[src/rtl/sar_pkg.sv]
// Shared types and constants for the SAR result collector: capture FSM states,
// code/strobe widths and the mapping from OUTEN strobe position to code bit.
package sar_pkg;

    localparam int unsigned SAR_BITS = 8;
    localparam int unsigned OUTEN_W  = 7;
    localparam int unsigned IDX_W    = 3;

    typedef enum logic [1:0] {
        ST_IDLE,
        ST_ARMED,
        ST_BITS,
        ST_LSB
    } state_t;

    typedef logic [SAR_BITS-1:0] code_t;
    typedef logic [OUTEN_W-1:0]  outen_t;
    typedef logic [IDX_W-1:0]    idx_t;

    // OUTEN[i] resolves code bit i+1; code bit 0 is taken in the strobe-free LSB cycle.
    function automatic idx_t code_bit(input idx_t idx);
        return IDX_W'(idx + IDX_W'(1));
    endfunction

    function automatic outen_t outen_onehot(input idx_t idx);
        return OUTEN_W'(1) << idx;
    endfunction

endpackage

[src/rtl/sar_result_collector_if.sv]
// Sequencer/consumer-facing bundle of the SAR result collector.
interface sar_result_collector_if #(
    parameter int unsigned FIFO_DEPTH = 4
);
    import sar_pkg::*;

    localparam int unsigned LVL_W = $clog2(FIFO_DEPTH) + 1;

    logic             SAR_RESET;
    outen_t           OUTEN;
    logic             VCOMP;
    code_t            DOUT;
    logic             DVALID;
    logic             DREADY;
    logic [LVL_W-1:0] LEVEL;
    logic             BUSY;
    logic             OVERFLOW;
    logic             SEQ_ERR;

    modport master (
        output SAR_RESET, OUTEN, VCOMP, DREADY,
        input  DOUT, DVALID, LEVEL, BUSY, OVERFLOW, SEQ_ERR
    );

    modport slave (
        input  SAR_RESET, OUTEN, VCOMP, DREADY,
        output DOUT, DVALID, LEVEL, BUSY, OVERFLOW, SEQ_ERR
    );

endinterface

[src/rtl/sar_code_fifo.sv]
// Code FIFO with a registered head word; the head register is kept equal to the
// oldest entry so DOUT never depends combinationally on the inputs.
module sar_code_fifo
    import sar_pkg::*;
#(
    parameter  int unsigned DEPTH = 4,
    parameter  int unsigned WIDTH = SAR_BITS,
    localparam int unsigned PTR_W = $clog2(DEPTH),
    localparam int unsigned LVL_W = PTR_W + 1
) (
    input  logic             clk,
    input  logic             rst,
    input  logic             push,
    input  logic [WIDTH-1:0] push_data,
    input  logic             pop,
    output logic [WIDTH-1:0] head,
    output logic             valid,
    output logic [LVL_W-1:0] level,
    output logic             drop_c
);

    logic [WIDTH-1:0] mem [DEPTH];
    logic [PTR_W-1:0] wr_ptr;
    logic [PTR_W-1:0] rd_ptr;
    logic [PTR_W-1:0] rd_ptr_n;
    logic [LVL_W-1:0] level_n;
    logic [LVL_W-1:0] level_after_pop;
    logic [WIDTH-1:0] head_n;
    logic             full;
    logic             do_pop;
    logic             do_push;

    // A full FIFO still accepts a push when the same edge frees a slot.
    always_comb begin
        full            = (level == LVL_W'(DEPTH));
        do_pop          = valid & pop;
        do_push         = push & (~full | do_pop);
        drop_c          = push & full & ~do_pop;
        rd_ptr_n        = rd_ptr + PTR_W'(do_pop);
        level_after_pop = level - LVL_W'(do_pop);
        level_n         = level_after_pop + LVL_W'(do_push);
        head_n          = head;
        if (level_n != '0) begin
            if (level_after_pop == '0) begin
                head_n = push_data;
            end else begin
                head_n = mem[rd_ptr_n];
            end
        end
    end

    always_ff @(posedge clk) begin
        if (!rst && do_push) begin
            mem[wr_ptr] <= push_data;
        end
    end

    always_ff @(posedge clk) begin
        if (rst) begin
            wr_ptr <= '0;
            rd_ptr <= '0;
            level  <= '0;
            valid  <= 1'b0;
            head   <= '0;
        end else begin
            wr_ptr <= wr_ptr + PTR_W'(do_push);
            rd_ptr <= rd_ptr_n;
            level  <= level_n;
            valid  <= (level_n != '0);
            head   <= head_n;
        end
    end

endmodule

[src/rtl/sar_result_collector.sv]
// Assembles SAR bit decisions into 8-bit codes, checks the SAR_RESET/OUTEN
// sequence and buffers completed codes for a ready/valid consumer.
module sar_result_collector
    import sar_pkg::*;
#(
    parameter int unsigned FIFO_DEPTH = 4
) (
    input logic                  CLK,
    input logic                  RESET,
    sar_result_collector_if.slave bus
);

    state_t state;
    state_t state_n;
    idx_t   idx;
    idx_t   idx_n;
    code_t  code;
    code_t  code_n;
    code_t  push_data;
    code_t  push_data_n;
    logic   push_q;
    logic   push_n;
    logic   err_set;
    logic   seq_err;
    logic   overflow;
    logic   busy;
    logic   drop_c;

    always_ff @(posedge CLK) begin
        if (RESET) begin
            state     <= ST_IDLE;
            idx       <= '0;
            code      <= '0;
            push_q    <= 1'b0;
            push_data <= '0;
            busy      <= 1'b0;
            seq_err   <= 1'b0;
            overflow  <= 1'b0;
        end else begin
            state     <= state_n;
            idx       <= idx_n;
            code      <= code_n;
            push_q    <= push_n;
            push_data <= push_data_n;
            busy      <= (state_n != ST_IDLE);
            if (err_set) seq_err  <= 1'b1;
            if (drop_c)  overflow <= 1'b1;
        end
    end

    // Capture FSM: one SAMPLE cycle, seven strobed bit cycles, one strobe-free LSB cycle.
    always_comb begin
        state_n     = state;
        idx_n       = idx;
        code_n      = code;
        push_n      = 1'b0;
        push_data_n = push_data;
        err_set     = 1'b0;
        unique case (state)
            ST_IDLE: begin
                if (bus.SAR_RESET) state_n = ST_ARMED;
            end
            ST_ARMED: begin
                if (bus.SAR_RESET) begin
                    state_n = ST_ARMED;
                end else if (bus.OUTEN == outen_onehot(IDX_W'(OUTEN_W - 1))) begin
                    code_n[SAR_BITS-1] = bus.VCOMP;
                    idx_n              = IDX_W'(OUTEN_W - 2);
                    state_n            = ST_BITS;
                end else begin
                    err_set = 1'b1;
                    state_n = ST_IDLE;
                end
            end
            ST_BITS: begin
                if (bus.SAR_RESET) begin
                    state_n = ST_ARMED;
                end else if (bus.OUTEN == outen_onehot(idx)) begin
                    code_n[code_bit(idx)] = bus.VCOMP;
                    if (idx == '0) begin
                        state_n = ST_LSB;
                    end else begin
                        idx_n = idx - IDX_W'(1);
                    end
                end else begin
                    err_set = 1'b1;
                    state_n = ST_IDLE;
                end
            end
            ST_LSB: begin
                if (!bus.SAR_RESET && bus.OUTEN == '0) begin
                    code_n[0]   = bus.VCOMP;
                    push_n      = 1'b1;
                    push_data_n = {code[SAR_BITS-1:1], bus.VCOMP};
                    state_n     = ST_IDLE;
                end else begin
                    err_set = 1'b1;
                    state_n = bus.SAR_RESET ? ST_ARMED : ST_IDLE;
                end
            end
            default: state_n = ST_IDLE;
        endcase
    end

    sar_code_fifo #(
        .DEPTH (FIFO_DEPTH),
        .WIDTH (SAR_BITS)
    ) u_fifo (
        .clk       (CLK),
        .rst       (RESET),
        .push      (push_q),
        .push_data (push_data),
        .pop       (bus.DREADY),
        .head      (bus.DOUT),
        .valid     (bus.DVALID),
        .level     (bus.LEVEL),
        .drop_c    (drop_c)
    );

    assign bus.BUSY     = busy;
    assign bus.SEQ_ERR  = seq_err;
    assign bus.OVERFLOW = overflow;

endmodule
[src/flat_wrapper.sv]
// flat-port wrapper written by rule: the top's interface ports become plain ports
module sar_result_collector_flat import sar_pkg::*;
#(
    parameter int unsigned FIFO_DEPTH = 4
)
  (CLK, RESET, bus_SAR_RESET, bus_OUTEN, bus_VCOMP, bus_DREADY, bus_DOUT, bus_DVALID, bus_LEVEL, bus_BUSY, bus_OVERFLOW, bus_SEQ_ERR);
  sar_result_collector_if #(.FIFO_DEPTH(FIFO_DEPTH)) bus_i ();
  input logic CLK;
  input logic RESET;
  input wire logic [$bits(bus_i.SAR_RESET)-1:0] bus_SAR_RESET;
  input wire logic [$bits(bus_i.OUTEN)-1:0] bus_OUTEN;
  input wire logic [$bits(bus_i.VCOMP)-1:0] bus_VCOMP;
  input wire logic [$bits(bus_i.DREADY)-1:0] bus_DREADY;
  output wire logic [$bits(bus_i.DOUT)-1:0] bus_DOUT;
  output wire logic [$bits(bus_i.DVALID)-1:0] bus_DVALID;
  output wire logic [$bits(bus_i.LEVEL)-1:0] bus_LEVEL;
  output wire logic [$bits(bus_i.BUSY)-1:0] bus_BUSY;
  output wire logic [$bits(bus_i.OVERFLOW)-1:0] bus_OVERFLOW;
  output wire logic [$bits(bus_i.SEQ_ERR)-1:0] bus_SEQ_ERR;
  assign bus_i.SAR_RESET = bus_SAR_RESET;
  assign bus_i.OUTEN = bus_OUTEN;
  assign bus_i.VCOMP = bus_VCOMP;
  assign bus_i.DREADY = bus_DREADY;
  assign bus_DOUT = bus_i.DOUT;
  assign bus_DVALID = bus_i.DVALID;
  assign bus_LEVEL = bus_i.LEVEL;
  assign bus_BUSY = bus_i.BUSY;
  assign bus_OVERFLOW = bus_i.OVERFLOW;
  assign bus_SEQ_ERR = bus_i.SEQ_ERR;
  sar_result_collector #(.FIFO_DEPTH(FIFO_DEPTH)) u_core (.CLK(CLK), .RESET(RESET), .bus(bus_i));
endmodule
[config.mk]
export PLATFORM = sky130hd
export DESIGN_NAME = sar_result_collector_flat
export DESIGN_NICKNAME = d
export VERILOG_FILES = /design/src/rtl/sar_pkg.sv /design/src/rtl/sar_result_collector_if.sv /design/src/rtl/sar_code_fifo.sv /design/src/rtl/sar_result_collector.sv /design/src/flat_wrapper.sv
export SDC_FILE = /design/constraint.sdc
export NUM_CORES = 1
export LEC_CHECK = 0
export CAP_MARGIN = 15
export CORE_UTILIZATION = 60
export CTS_BUF_LIST = sky130_fd_sc_hd__clkbuf_16
export CTS_CLUSTER_SIZE = 24
export DETAILED_ROUTE_END_ITERATION = 6
export PLACE_DENSITY = 0.82
export REMOVE_ABC_BUFFERS = 1
export SLEW_MARGIN = 30
export SYNTH_ARGS = -nofsm -noshare
export SYNTH_HDL_FRONTEND = slang
export SYNTH_SLANG_ARGS = --single-unit
export TNS_END_PERCENT = 100
[constraint.sdc]
create_clock -name CLK -period 6.62 [get_ports CLK]
set_input_delay 1.324 -clock CLK [delete_from_list [all_inputs] [get_ports CLK]]
set_output_delay 1.324 -clock CLK [all_outputs]
set_load 0.1 [all_outputs]
# [Word level (Yosys, flattened, before mapping)]
# Memories as Yosys holds them, arrays and structs flattened.
# Cells that the tools add are included.
[word_totals] register_bits=41 ram_bits=32 inputBits=12 output_inout_bits=15 elab_cells=100 mem_count=1
[memory_table] memory="u_core.u_fifo.mem" depth=4 width=8 rd=1 rd_ports_with_merged_regs=0 write_ports=1 line="sar_code_fifo.sv:22" text="logic [WIDTH-1:0] mem [DEPTH];"
[op_classes] n_addsub=6 order_cmp=2 eq_ne=12 shift=1 muxes=35 n_bitwise=9 n_reduce_logical=19
[op_table] operator="8-bit 2-to-1 mux" n=3
[op_table] operator="3-bit 2-to-1 mux" n=5
[op_table] operator="2-bit 2-to-1 mux" n=7
[op_table] operator="1-bit 2-to-1 mux" n=13
[op_table] operator="8-bit bitwise mux" n=1
[op_table] operator="2-bit case mux with 4 select lines" n=1
[op_table] operator="7-bit equality test" n=1
[op_table] operator="7-bit equality test (second input constant)" n=1
[op_table] operator="7-bit zero test" n=1
[op_table] operator="1-bit by 3-bit << shifter with 7-bit output (first input constant)" n=1
[op_table] operator="3-bit zero test" n=2
[op_table] operator="2-bit by 1-bit != test with 1-bit output (second input constant)" n=3
[op_table] operator="2-bit != test (second input constant)" n=3
[op_table] operator="3-bit case mux with 2 select lines" n=1
[op_table] operator="6-bit AND reduction" n=1
[op_table] operator="2-bit nonzero test" n=3
[op_table] operator="5-bit AND reduction" n=1
[op_table] operator="2-bit by 1-bit adder with 2-bit output" n=2
[op_table] operator="1-bit bitwise AND" n=4
[op_table] operator="2-bit equality test (second input constant)" n=2
[op_table] operator="3-bit by 4-bit < comparator with 1-bit output (second input constant)" n=1
[op_table] operator="1-bit NOT" n=4
[op_table] operator="1-bit case mux with 2 select lines" n=2
[op_table] operator="4-bit AND reduction" n=1
[op_table] operator="other kinds (17)" n=20

# [Logic depth before layout (Yosys ltp)]
# Gate-level depths: netlist of run 1.
[depth] word_depth=9 depth_mapped=12 depth_no_buf=10

# [Cells and area by module]
# A second synthesis of run 1 with hierarchy kept.
[unflattened] cells_unflattened=292 hier_area_um2=3385.7
[by_module_without_submodules] mod="sar_code_fifo" instances=1 cells_per_inst=129 area_per_inst_um2=1978.1 seq_area_each_um2=1281.2
[by_module_without_submodules] mod="sar_result_collector" instances=1 cells_per_inst=163 area_per_inst_um2=1407.6 seq_area_each_um2=480.5

# [Worst setup path before layout of run 1]
# Ideal clock, no wire load.
[synth_path] kind="input -> register" from="input bus_DREADY" to="register u_core.u_fifo.head[6]" setup_ns=0.086 arrival_time_ns=3.162 required_time_ns=6.534 path_slack_ns=3.372 cell_stages=12 n_path_buf=2 path_cell_list="nand2_1 > inv_1 > ha_1 > ha_1 > inv_1 > ha_1 > xnor2_1 > or3_1 > clkbuf_1 > clkbuf_1 > nor2_1 > a211oi_1"
[synth_via] elab_chain_cells=5 word_cells_on_any_way=10 cone_classes="add/sub: 3; mux: 1; bitwise: 3; reduce/logical: 2; memory: 1"
[synth_lines] item="start: declaration" line="flat_wrapper.sv:13" text="input wire logic [$bits(bus_i.DREADY)-1:0] bus_DREADY;"
[synth_lines] item="1-bit bitwise AND *" line="sar_code_fifo.sv:36" text="do_pop = valid & pop;"
[synth_lines] item="parallel branches: the longest is 4 deep, another holds 3-bit by 1-bit subtractor with 3-bit output"
[synth_lines] item="end signal: assignment" line="sar_code_fifo.sv:70" text="head <= head_n;"
[synth_lines] item="end: declaration" line="sar_code_fifo.sv:16" text="output logic [WIDTH-1:0] head,"
# Mark *: on every way between the ends.
# A chain may end at the register's enable or synchronous reset.

# [Worst setup path after layout of run 1]
[layout_path] from="input bus_OUTEN[0]" to="register u_core.push_data[0]"
[layout_via] elab_chain_cells=3
[layout_lines] item="start: declaration" line="flat_wrapper.sv:11" text="input wire logic [$bits(bus_i.OUTEN)-1:0] bus_OUTEN;"
[layout_lines] item="7-bit zero test" line="sar_result_collector.sv:91" text="if (!bus.SAR_RESET && bus.OUTEN == '0) begin"
[layout_lines] item="1-bit logical AND" line="sar_result_collector.sv:91"
[layout_lines] item="2-bit AND reduction (no line)"
[layout_lines] item="end signal: assignment" line="sar_result_collector.sv:44" text="push_data <= push_data_n;"
[layout_lines] item="end: declaration" line="sar_result_collector.sv:19" text="code_t push_data;"
# Every way passes these cells.

==> out/metrics.cfg, run 1 <==
[synth]
seq_area_frac_synth_pct = 54.2
avgSynthCellArea_sq_um = 12.2
synth_cells = 266
synth-main-ff-cell = dfxtp_1
ys_top_cells_by_area = edfxtp_1 30%, dfxtp_1 25%, mux2i_1 5.5%
synth-edff-count = 32
yosysMostFrequentCell = dfxtp_1
yosys-top-cells-count = 40 x dfxtp_1, 32 x edfxtp_1, 23 x nor2_1, 18 x mux2i_1, 16 x inv_1
synth_top_area_share_pct = 29.5
synth_top_cell_by_area = edfxtp_1
yosys_warnings = 0
syn-cell-area_sq_mm = 0.00325
synth.distinct_cells = 51
ys_ff_latch = 72
async_flop_share_pct = 0

[placement]
portBuffers = 26
dpl.hpwl_um = 4100
gp_congestion = 0.880
placed_area_sq_mm = 0.00357

[routing]
via_per_inst = 5.75
drt_iter0_markers = 92
drcViolationCount = 0
routedWlPerCell_um = 15.8
drt_wl_total_um = 5830
drt_first_pass_iters = 4
vias = 2123
drt.antenna.violating_nets = 0

[global_routing]
grt_pass1_vias = 2009
grtUsageTotal_pct = 23.4
grt_max_degree = 46
antenna_found_initial = 0
grt_first_pass_wirelength_um = 9490
overflow = 0

[die]
initial_utilization_pct = 62.9
io_pins = 27
die_w_um = 75.6
fp.dieH_um = 75.6
num_rows = 26
dieArea_sq_mm = 0.00572
core-area_sq_mm = 0.00517

[clock_tree]
clock_path_buffers = 2
worstSkewPairLatency_ps = 330
cts_resized = 0
cts_tree = done
cts_made_buffers = 9
clkSinkCount = 72
cts_setup_buffers = 0
cts_root_buf = clkbuf_16
cts_max_level = 3
clk_pin_slew_ps = 60
cts_hold_buf = 0

[power]
leakagePower_uw = 0.00145
fin_total_pwr_uw = 1420
powerDensity_mw_per_mm2 = 367
max-vdd-ir-drop_mv = 0.240

[timing]
layout_min_cycle_time_ps = 3450
post-route-period-util_pct = 52.1
relSlewSlack_pct = 35.7
fin_hold_ws_ps = 477
hold_violations = 0
clock_skew_ps = 3.38
worst_pin_slew_ps = 961
setup_viol = 0
rsz0062_at_grt = false
max_freq_mhz = 290
tns_ps = 0
drv_slew = 0

[finish]
diodes = 0
final_area_sq_mm = 0.00386
area_growth_pct = 18.8
multi_input_area_sq_mm = 0.00138
drive_gt1_share_pct = 15.1
nets = 318
seqCellArea_sq_mm = 0.00176
utilization_pct = 74.7
n_fill_cell = 338

[critical_path]
cp.arrival_ps = 3650
crit_required_ps = 6820
crit_fanout = 9
endpoint_kind = flop
path_class = in2reg
start_kind = input pin

[min_path]
hold_path.class = reg2reg

[flow_run]
maxCapViolations = 0

[run_status]
outcome = complete, no violations

## report_power, final
part	total, uW	switching (uW)	internal (uW)
registers	499	12.0	487
clock network	471	180	291
logic	448	300	148
## cell families (layout without fill, tap and decap cells)
kind of cell | after synthesis | count (layout) | synth area share, %
AND/OR/NAND/NOR | 83 | 83 | 14.8
adder cells (fa/ha/maj) | 12 | 12 | 4.62
flip-flops | 72 | 72 | 54.2
XOR/XNOR | 7 | 7 | 1.89
multiplexers | 26 | 26 | 11.1
AO/OA/AOI/OAI | 39 | 39 | 9.70
buffers and inverters | 27 | 60 | 3.73
## through the flow
stage / setup WS, ps / cells
after floorplan: 3520 / 255
after global placement: 2970 / 353
after detailed placement: 2890 / 353
after global routing: 3030 / 369
final: 3170 / 369
after CTS: 3200 / 369
## critical path, cell delays in order
cell and delay [ps]:
clkdlybuf4s50_1 490, or3_4 440, nor3_1 440, nand3_1 550, mux2i_1 340, nor2_1 70
## routing by layer
metal | track usage (%) | vias to the layer above | share of wire [%]
met5 | 0 | - | 0
met4 | 11.1 | 0 | 1.9
met3 | 4.89 | 9 | 3.1
met2 | 41.0 | 45 | 52
met1 | 27.7 | 1020 | 43
li1 | - | 1049 | -
## layout make-up
type | instances | share of cell area [%]
clock buffers | 9 | 5.83
clock inverters | 7 | 1.81
inverters | 16 | 1.55
multi-input cells | 167 | 35.8
flip-flops and latches | 72 | 45.6
well taps | 70 | 2.27
repair buffers | 28 | 7.12
## worst paths after layout
path                                    startpoint                               end  slack, ps  cells after the start
hold reg to reg   u_core.bus.OVERFLOW$_SDFFE_PP0P_  u_core.bus.OVERFLOW$_SDFFE_PP0P_        480                      2
setup reg to reg        u_core.idx[0]$_SDFFE_PP0P_       u_core.code[7]$_SDFFE_PP0P_       4180                      6
setup / recovery                      bus_OUTEN[0]  u_core.push_data[0]$_SDFFE_PP0P_       3170                      6
hold / removal    u_core.bus.OVERFLOW$_SDFFE_PP0P_  u_core.bus.OVERFLOW$_SDFFE_PP0P_        480                      2
## flip-flops by register name, summed over array words and instances (netlist names)
register / count
u_core.bus.BUSY: 1
u_core.bus.OVERFLOW: 1
u_core.bus.SEQ_ERR: 1
u_core.code: 7
u_core.idx: 3
u_core.push_data: 8
u_core.push_q: 1
u_core.state: 2
u_core.u_fifo.head: 8
u_core.u_fifo.level: 3
u_core.u_fifo.mem: 32
u_core.u_fifo.rd_ptr: 2
u_core.u_fifo.valid: 1
u_core.u_fifo.wr_ptr: 2
## placed cells by master (no fill, tap or decap), drive strengths merged, types with 2 or more instances in the layout
cell / n
dfxtp: 40
clkinvlp: 2
a31oi: 2
a21oi: 5
nor2: 24
mux4: 8
xnor2: 4
nand4: 4
or2: 2
edfxtp: 32
nor3b: 2
a211o: 2
inv: 18
buf: 2
nor3: 3
a211oi: 10
ha: 12
nor2b: 13
clkinv: 2
a2111oi: 2
o31ai: 6
clkdlybuf4s50: 26
clkbuf: 9
nand2: 7
nor4b: 2
nand3: 7
nor4: 6
o21ai: 5
or3: 2
nand2b: 6
mux2i: 18
xor2: 3
Note: power is estimated with default switching activity, not from simulation.
==> run 2: changes to the inputs <==
--- a/config.mk
+++ b/config.mk
@@ -6,11 +6,11 @@
 export NUM_CORES = 1
 export LEC_CHECK = 0
 export CAP_MARGIN = 15
-export CORE_UTILIZATION = 60
+export CORE_UTILIZATION = 57
 export CTS_BUF_LIST = sky130_fd_sc_hd__clkbuf_16
 export CTS_CLUSTER_SIZE = 24
 export DETAILED_ROUTE_END_ITERATION = 6
-export PLACE_DENSITY = 0.82
+export PLACE_DENSITY = 0.79
 export REMOVE_ABC_BUFFERS = 1
 export SLEW_MARGIN = 30
 export SYNTH_ARGS = -nofsm -noshare
==> constraint.sdc (replaced) <==
create_clock -name CLK -period 3.5 [get_ports CLK]
set_input_delay 0.7 -clock CLK [delete_from_list [all_inputs] [get_ports CLK]]
set_output_delay 0.7 -clock CLK [all_outputs]
set_load 0.1 [all_outputs]
==> run 2 against run 1 <==
Against the previous run:
- largest power group is now clock
- clock power rose by 150%
- total power rose by 110%
- non-clock buffer count increased by 5
- highest routed layer unchanged
- count of clock-buffer cells in the layout stayed put
- die area increased by 5.1%
==> out/metrics.cfg, run 2 (synthesized netlist as in run 1, its figures left out) <==
[die]
num_rows = 27  ; +3.8%
initial_utilization_pct = 59.1  ; -3.8 points
dieArea_sq_mm = 0.00601  ; +5.1%
io_pins = 27  ; unchanged
fp.dieH_um = 77.5  ; +2.5%
die_w_um = 77.5  ; +2.5%
core-area_sq_mm = 0.00551  ; +6.5%

[finish]
final_cell_mix = 40 x dfxtp_1, 32 x edfxtp_1, 26 x clkdlybuf4s50_1
final_area_sq_mm = 0.00398  ; +2.9%
top_register = u_core.u_fifo.mem
fin_cells = 376  ; +1.9%
area_growth_pct = 22.3
drive_gt1_share_pct = 14.8  ; -0.25 points
largest_reg_flops = 32  ; unchanged
nets = 323  ; +1.6%
top_regs = u_core.u_fifo.mem x32, u_core.push_data x8, u_core.u_fifo.head x8
diodes = 0  ; unchanged
final_common_cell = dfxtp_1

[critical_path]
slowest_delay_ps = 610  ; +60 ps
path_class = in2reg
r2r_cells = 6  ; unchanged
cp_common_cell = ha_1
crit_required_ps = 3680  ; -3140 ps
crit_slowest_cell = or3_1
path_cells = clkdlybuf4s50_1, nand2_1, inv_1, ha_1, ha_1, inv_1, ha_1, or3_1, nor2_1, a211oi_1
start_kind = input pin
worst-path-buf-inv = 3  ; +2
reg2reg_from = u_core.idx[0]$_SDFFE_PP0P_
endpoint_kind = flop
crit_fanout = 17  ; +8
cp.arrival_ps = 2960  ; -690 ps
rrSetupSlack_ps = 1100  ; -3080 ps
critPathTopFamily = simple AND/OR/NAND/NOR gates
crit_cells = 10  ; +4
timing.rr.end = u_core.code[7]$_SDFFE_PP0P_

[timing]
clock_skew_ps = 6.85  ; +3.47 ps
tns_ps = 0  ; unchanged
worst_pin_slew_ps = 967  ; +6.57 ps
max_freq_mhz = 360
layout_min_cycle_time_ps = 2780
drv_slew = 0  ; unchanged
relSlewSlack_pct = 35.3  ; -0.44 points
setup_viol = 0  ; unchanged
rsz0062_at_grt = false
post-route-period-util_pct = 79.4
hold_violations = 0  ; unchanged

[routing]
drt.antenna.violating_nets = 0  ; unchanged
routedWlPerCell_um = 16.6  ; +4.9%
drt_first_pass_iters = 4  ; unchanged
vias = 2195  ; +3.4%
drt_iter0_markers = 104  ; +13%
drt_wl_total_um = 6230  ; +6.8%
drcViolationCount = 0  ; unchanged
via_per_inst = 5.84  ; +1.5%

[clock_tree]
clkSinkCount = 72  ; unchanged
clk_pin_slew_ps = 60  ; about the same
cts_root_buf = clkbuf_16
cts_made_buffers = 9  ; unchanged
cts_resized = 0  ; unchanged
worstSkewPairLatency_ps = 330  ; about the same
cts_tree = done
cts_hold_buf = 0  ; unchanged
cts_max_level = 3  ; unchanged
cts_setup_buffers = 0  ; unchanged
clock_path_buffers = 2  ; unchanged

[power]
p_int_uw = 2040  ; +120%
swShare_pct = 31.1  ; -3.6 points
leakagePower_uw = 0.00152  ; +4.4%
switchingPower_uw = 919  ; +87%
power_frac_clock_pct = 39.3  ; +6.1 points
powerDensity_mw_per_mm2 = 744  ; +100%
seqPwrFrac_pct = 32.0  ; -3.2 points
combPwrFrac_pct = 28.7  ; -2.9 points
max-vdd-ir-drop_mv = 0.516  ; +110%

[min_path]
holdPathEnd = u_core.code[4]$_SDFFE_PP0P_
hold_depth = 2  ; unchanged
hold_path.class = reg2reg
hp-start = u_core.code[4]$_SDFFE_PP0P_

[global_routing]
grt_first_pass_wirelength_um = 10500  ; +11%
grtUsageTotal_pct = 23.4  ; -0.050 points
grt_max_degree = 31  ; -33%
overflow = 0  ; unchanged
antenna_found_initial = 0  ; unchanged
grt_pass1_vias = 2217  ; +10%

[run_status]
outcome = complete, no violations

[placement]
dp_cells = 360  ; +2.0%
placed_area_sq_mm = 0.00359  ; +0.70%
gp_congestion = 0.803  ; -8.7%
portBuffers = 26  ; unchanged
dpl.hpwl_um = 4270  ; +4.2%

[flow_run]
maxCapViolations = 0  ; unchanged

==> run 2: worst max path at each step <==
stage                     slack (ps)                              start                                  to
after global placement           530                         bus_DREADY  u_core.u_fifo.head[4]$_SDFFE_PP0P_
final                            720                         bus_DREADY  u_core.u_fifo.head[2]$_SDFFE_PP0P_
after global routing             560                         bus_DREADY  u_core.u_fifo.head[6]$_SDFFE_PP0P_
after floorplan                  720  u_core.u_fifo.level[0]$_SDFF_PP0_  u_core.u_fifo.head[0]$_SDFFE_PP0P_
after CTS                        720                         bus_DREADY  u_core.u_fifo.head[2]$_SDFFE_PP0P_
after detailed placement         410                         bus_DREADY  u_core.u_fifo.head[5]$_SDFFE_PP0P_
==> run 2: metal layers <==
| metal | global-route usage (%) | share of wire [%] | vias to the layer above |
|---|---|---|---|
| met3 | 4.35 | 2.6 | 14 |
| li1 | - | - | 1055 |
| met4 | 13.4 | 2.9 | 0 |
| met2 | 42.0 | 53 | 41 |
| met1 | 25.7 | 41 | 1085 |
| met5 | 0 | 0 | - |
==> run 2: layout make-up <==
class	count	area [sq um]
Sequential cell	72	1760
Fill cell	377	1530
Multi-Input combinational cell	167	1370
Timing Repair Buffer	33	313
Clock buffer	9	225
Clock inverter	7	158
Tap cell	72	90.1
Inverter	16	60.1
==> run 2: power groups by stage <==
stage	Sequential (uW)	Combinational, uW	Clock (uW)
detailed placement	965	846	0
CTS	948	854	1170
floorplan	1260	366	0
global placement	962	823	0
finish	946	849	1160
global route	952	905	1210
==> run 2: worst register-to-register path: cells and delay by family (launching register included) <==
| family | cells | cell delay (ps) |
|---|---|---|
| multiplexers | 1 | 210 |
| adder cells (fa/ha/maj) | 1 | 310 |
| flip-flops | 1 | 440 |
| AO/OA/AOI/OAI | 3 | 1200 |
| buffers and inverters | 1 | 170 |
==> run 2: through the flow <==
stage / hold slack [ps] / setup WS (ps) / util, % / total power, uW
floorplan: 447 / 718 / - / 1630
global placement: 454 / 534 / 65.3 / 1790
detailed placement: 461 / 409 / 65.3 / 1810
CTS: 482 / 720 / 72.2 / 2970
global route: 511 / 556 / 72.2 / 3070
finish: 475 / 722 / 72.2 / 2960
==> run 3: changes to the inputs <==
--- a/config.mk
+++ b/config.mk
@@ -6,11 +6,11 @@
 export NUM_CORES = 1
 export LEC_CHECK = 0
 export CAP_MARGIN = 15
-export CORE_UTILIZATION = 57
+export CORE_UTILIZATION = 52
 export CTS_BUF_LIST = sky130_fd_sc_hd__clkbuf_16
 export CTS_CLUSTER_SIZE = 24
 export DETAILED_ROUTE_END_ITERATION = 6
-export PLACE_DENSITY = 0.79
+export PLACE_DENSITY = 0.76
 export REMOVE_ABC_BUFFERS = 1
 export SLEW_MARGIN = 30
 export SYNTH_ARGS = -nofsm -noshare
==> constraint.sdc (replaced) <==
create_clock -name CLK -period 2.4 [get_ports CLK]
set_input_delay 0.48 -clock CLK [delete_from_list [all_inputs] [get_ports CLK]]
set_output_delay 0.48 -clock CLK [all_outputs]
set_load 0.1 [all_outputs]
==> run 3 against run 2 <==
Against the previous run:
- via count is 0.55% lower
- global-route usage down 3.2 points
- sequential power up 46%
- critical path type is now reg2reg
- core utilization down 3.2 points
- sequential share of layout area shrank 1.6 points
- highest routed layer unchanged
- critical endpoint is now u_core.idx[2]$_SDFFE_PP0P_
==> out/metrics.cfg, run 3 (synthesized netlist as in run 1, its figures left out) <==
[run_status]
outcome = complete, no violations

[clock_tree]
cts_hold_buf = 0  ; unchanged
worstSkewPairLatency_ps = 320  ; about the same
clock_path_buffers = 2  ; unchanged
cts_max_level = 3  ; unchanged
clk_pin_slew_ps = 60  ; about the same
clkSinkCount = 72  ; unchanged
cts_tree = done
cts_made_buffers = 9  ; unchanged
cts_root_buf = clkbuf_16

[placement]
gp_congestion = 0.820  ; +2.1%
dpl.hpwl_um = 4270  ; -0.12%
portBuffers = 26  ; unchanged

[die]
die_w_um = 81.1  ; +4.6%
num_rows = 28  ; +3.7%
core-area_sq_mm = 0.00599  ; +8.8%
dieArea_sq_mm = 0.00657  ; +9.4%
fp.dieH_um = 81.1  ; +4.6%
io_pins = 27  ; unchanged
initial_utilization_pct = 54.3  ; -4.8 points

[power]
seqPwrFrac_pct = 32.2  ; +0.2 points
max-vdd-ir-drop_mv = 0.847  ; +64%
combPwrFrac_pct = 35.2  ; +6.5 points
p_int_uw = 2860  ; +40%
powerDensity_mw_per_mm2 = 1040  ; +40%
power_frac_clock_pct = 32.6  ; -6.7 points
switchingPower_uw = 1440  ; +56%
swShare_pct = 33.5  ; +2.4 points
leakagePower_uw = 0.00163  ; +7.8%

[timing]
rsz0062_at_grt = false
tns_ps = 0  ; unchanged
post-route-period-util_pct = 94.1
relSlewSlack_pct = 66.0  ; +31 points
fin_hold_ws_ps = 470  ; -5.33 ps
layout_min_cycle_time_ps = 2260
drv_slew = 0  ; unchanged
max_freq_mhz = 443
setup_viol = 0  ; unchanged
clock_skew_ps = 6.50  ; -0.354 ps
hold_violations = 0  ; unchanged
worst_pin_slew_ps = 503  ; -465 ps

[global_routing]
grt_pass1_vias = 2117  ; -4.5%
gr-usage-met1_pct = 23.9  ; -1.9 points
grt_max_degree = 30  ; -3.2%
grt_util_met2_pct = 33.5  ; -8.5 points
grtUsageTotal_pct = 20.1  ; -3.2 points
antenna_found_initial = 0  ; unchanged
overflow = 0  ; unchanged
grt_first_pass_wirelength_um = 9670  ; -7.8%
grt-busiest-layer = met2
grt_use_met3_pct = 4.04  ; -0.31 points

[critical_path]
start_kind = flop
endpoint_kind = flop
path_class = reg2reg
crit_fanout = 6  ; -11
crit_required_ps = 2600  ; -1080 ps
cp.arrival_ps = 2460  ; -500 ps

[routing]
routedWlPerCell_um = 15.2  ; -7.9%
vias = 2183  ; -0.55%
drt_wl_total_um = 6110  ; -1.8%
via_per_inst = 5.44  ; -6.7%
drt.antenna.violating_nets = 0  ; unchanged
drt_iter0_markers = 134  ; +29%
drt_first_pass_iters = 4  ; unchanged
drcViolationCount = 0  ; unchanged

[flow_run]
maxCapViolations = 0  ; unchanged

[finish]
area_growth_pct = 27.0
top_register = u_core.u_fifo.mem
drive_gt1_share_pct = 28.2  ; +13 points
diodes = 0  ; unchanged
final_common_cell = buf_4
nets = 345  ; +6.8%
largest_reg_flops = 32  ; unchanged
n_fill_cell = 443  ; +18%
top_regs = u_core.u_fifo.mem x32, u_core.push_data x8, u_core.u_fifo.head x8
final_cell_mix = 40 x buf_4, 39 x dfxtp_1, 32 x edfxtp_1

[min_path]
hold_path.class = reg2reg

## run 3: layer usage
| layer | share of wire [%] | vias up |
|---|---|---|
| met5 | 0 | - |
| met1 | 43 | 1032 |
| met4 | 1.9 | 0 |
| met3 | 3.1 | 8 |
| met2 | 52 | 46 |
| li1 | - | 1097 |
## run 3: power groups by stage
stage          Combinational [uW]  Clock, uW  Sequential (uW)
6_report                     1510       1400             1380
5_1_grt                      1580       1480             1390
4_1_cts                      1290       1420             1380
3_5_place_dp                 1290          0             1410
3_3_place_gp                 1260          0             1400
2_1_floorplan                 528          0             1840
## run 3: final timing paths
kind	from	endpoint	slack, ps	depth (start not counted)
setup / recovery	u_core.idx[0]$_SDFFE_PP0P_	u_core.idx[2]$_SDFFE_PP0P_	140	7
hold / removal	u_core.bus.OVERFLOW$_SDFFE_PP0P_	u_core.bus.OVERFLOW$_SDFFE_PP0P_	470	2
setup reg to reg	u_core.idx[0]$_SDFFE_PP0P_	u_core.idx[2]$_SDFFE_PP0P_	140	7
hold reg to reg	u_core.bus.OVERFLOW$_SDFFE_PP0P_	u_core.bus.OVERFLOW$_SDFFE_PP0P_	470	2
## run 3: timing repair
action	CTS	global route
buffers inserted	0	0
resized for setup	0	14
setup endpoints to repair	0	11
## run 3: cell type report
cell class | count | area, sq um | share of cell area, %
multi-input cells | 167 | 1420 | 34.3
inverters | 16 | 60.1 | 1.45
well taps | 75 | 93.8 | 2.27
clock buffers | 9 | 225 | 5.45
flip-flops and latches | 72 | 1760 | 42.7
clock inverters | 7 | 96.3 | 2.33
repair buffers | 55 | 478 | 11.6
## run 3: worst max-delay path, stage by stage, from the launching register on
cell and delay, ps:
dfxtp_2 380, inv_1 130, ha_1 310, a2111oi_4 490, o2111ai_4 230, buf_4 200
nor4_1 300, a2111oi_1 90
## run 3: through the flow
stage               area (sq um)  total power (uW)  util (%)  std cells  setup WS [ps]
global route                4130              4450      69.0        401           24.3
detailed placement          3720              2690      62.1        383           -303
CTS                         4040              4090      67.5        399           23.3
finish                      4130              4290      69.0        401            143
floorplan                   3190              2360         -        255           -382
global placement            3720              2660      62.1        383           -217
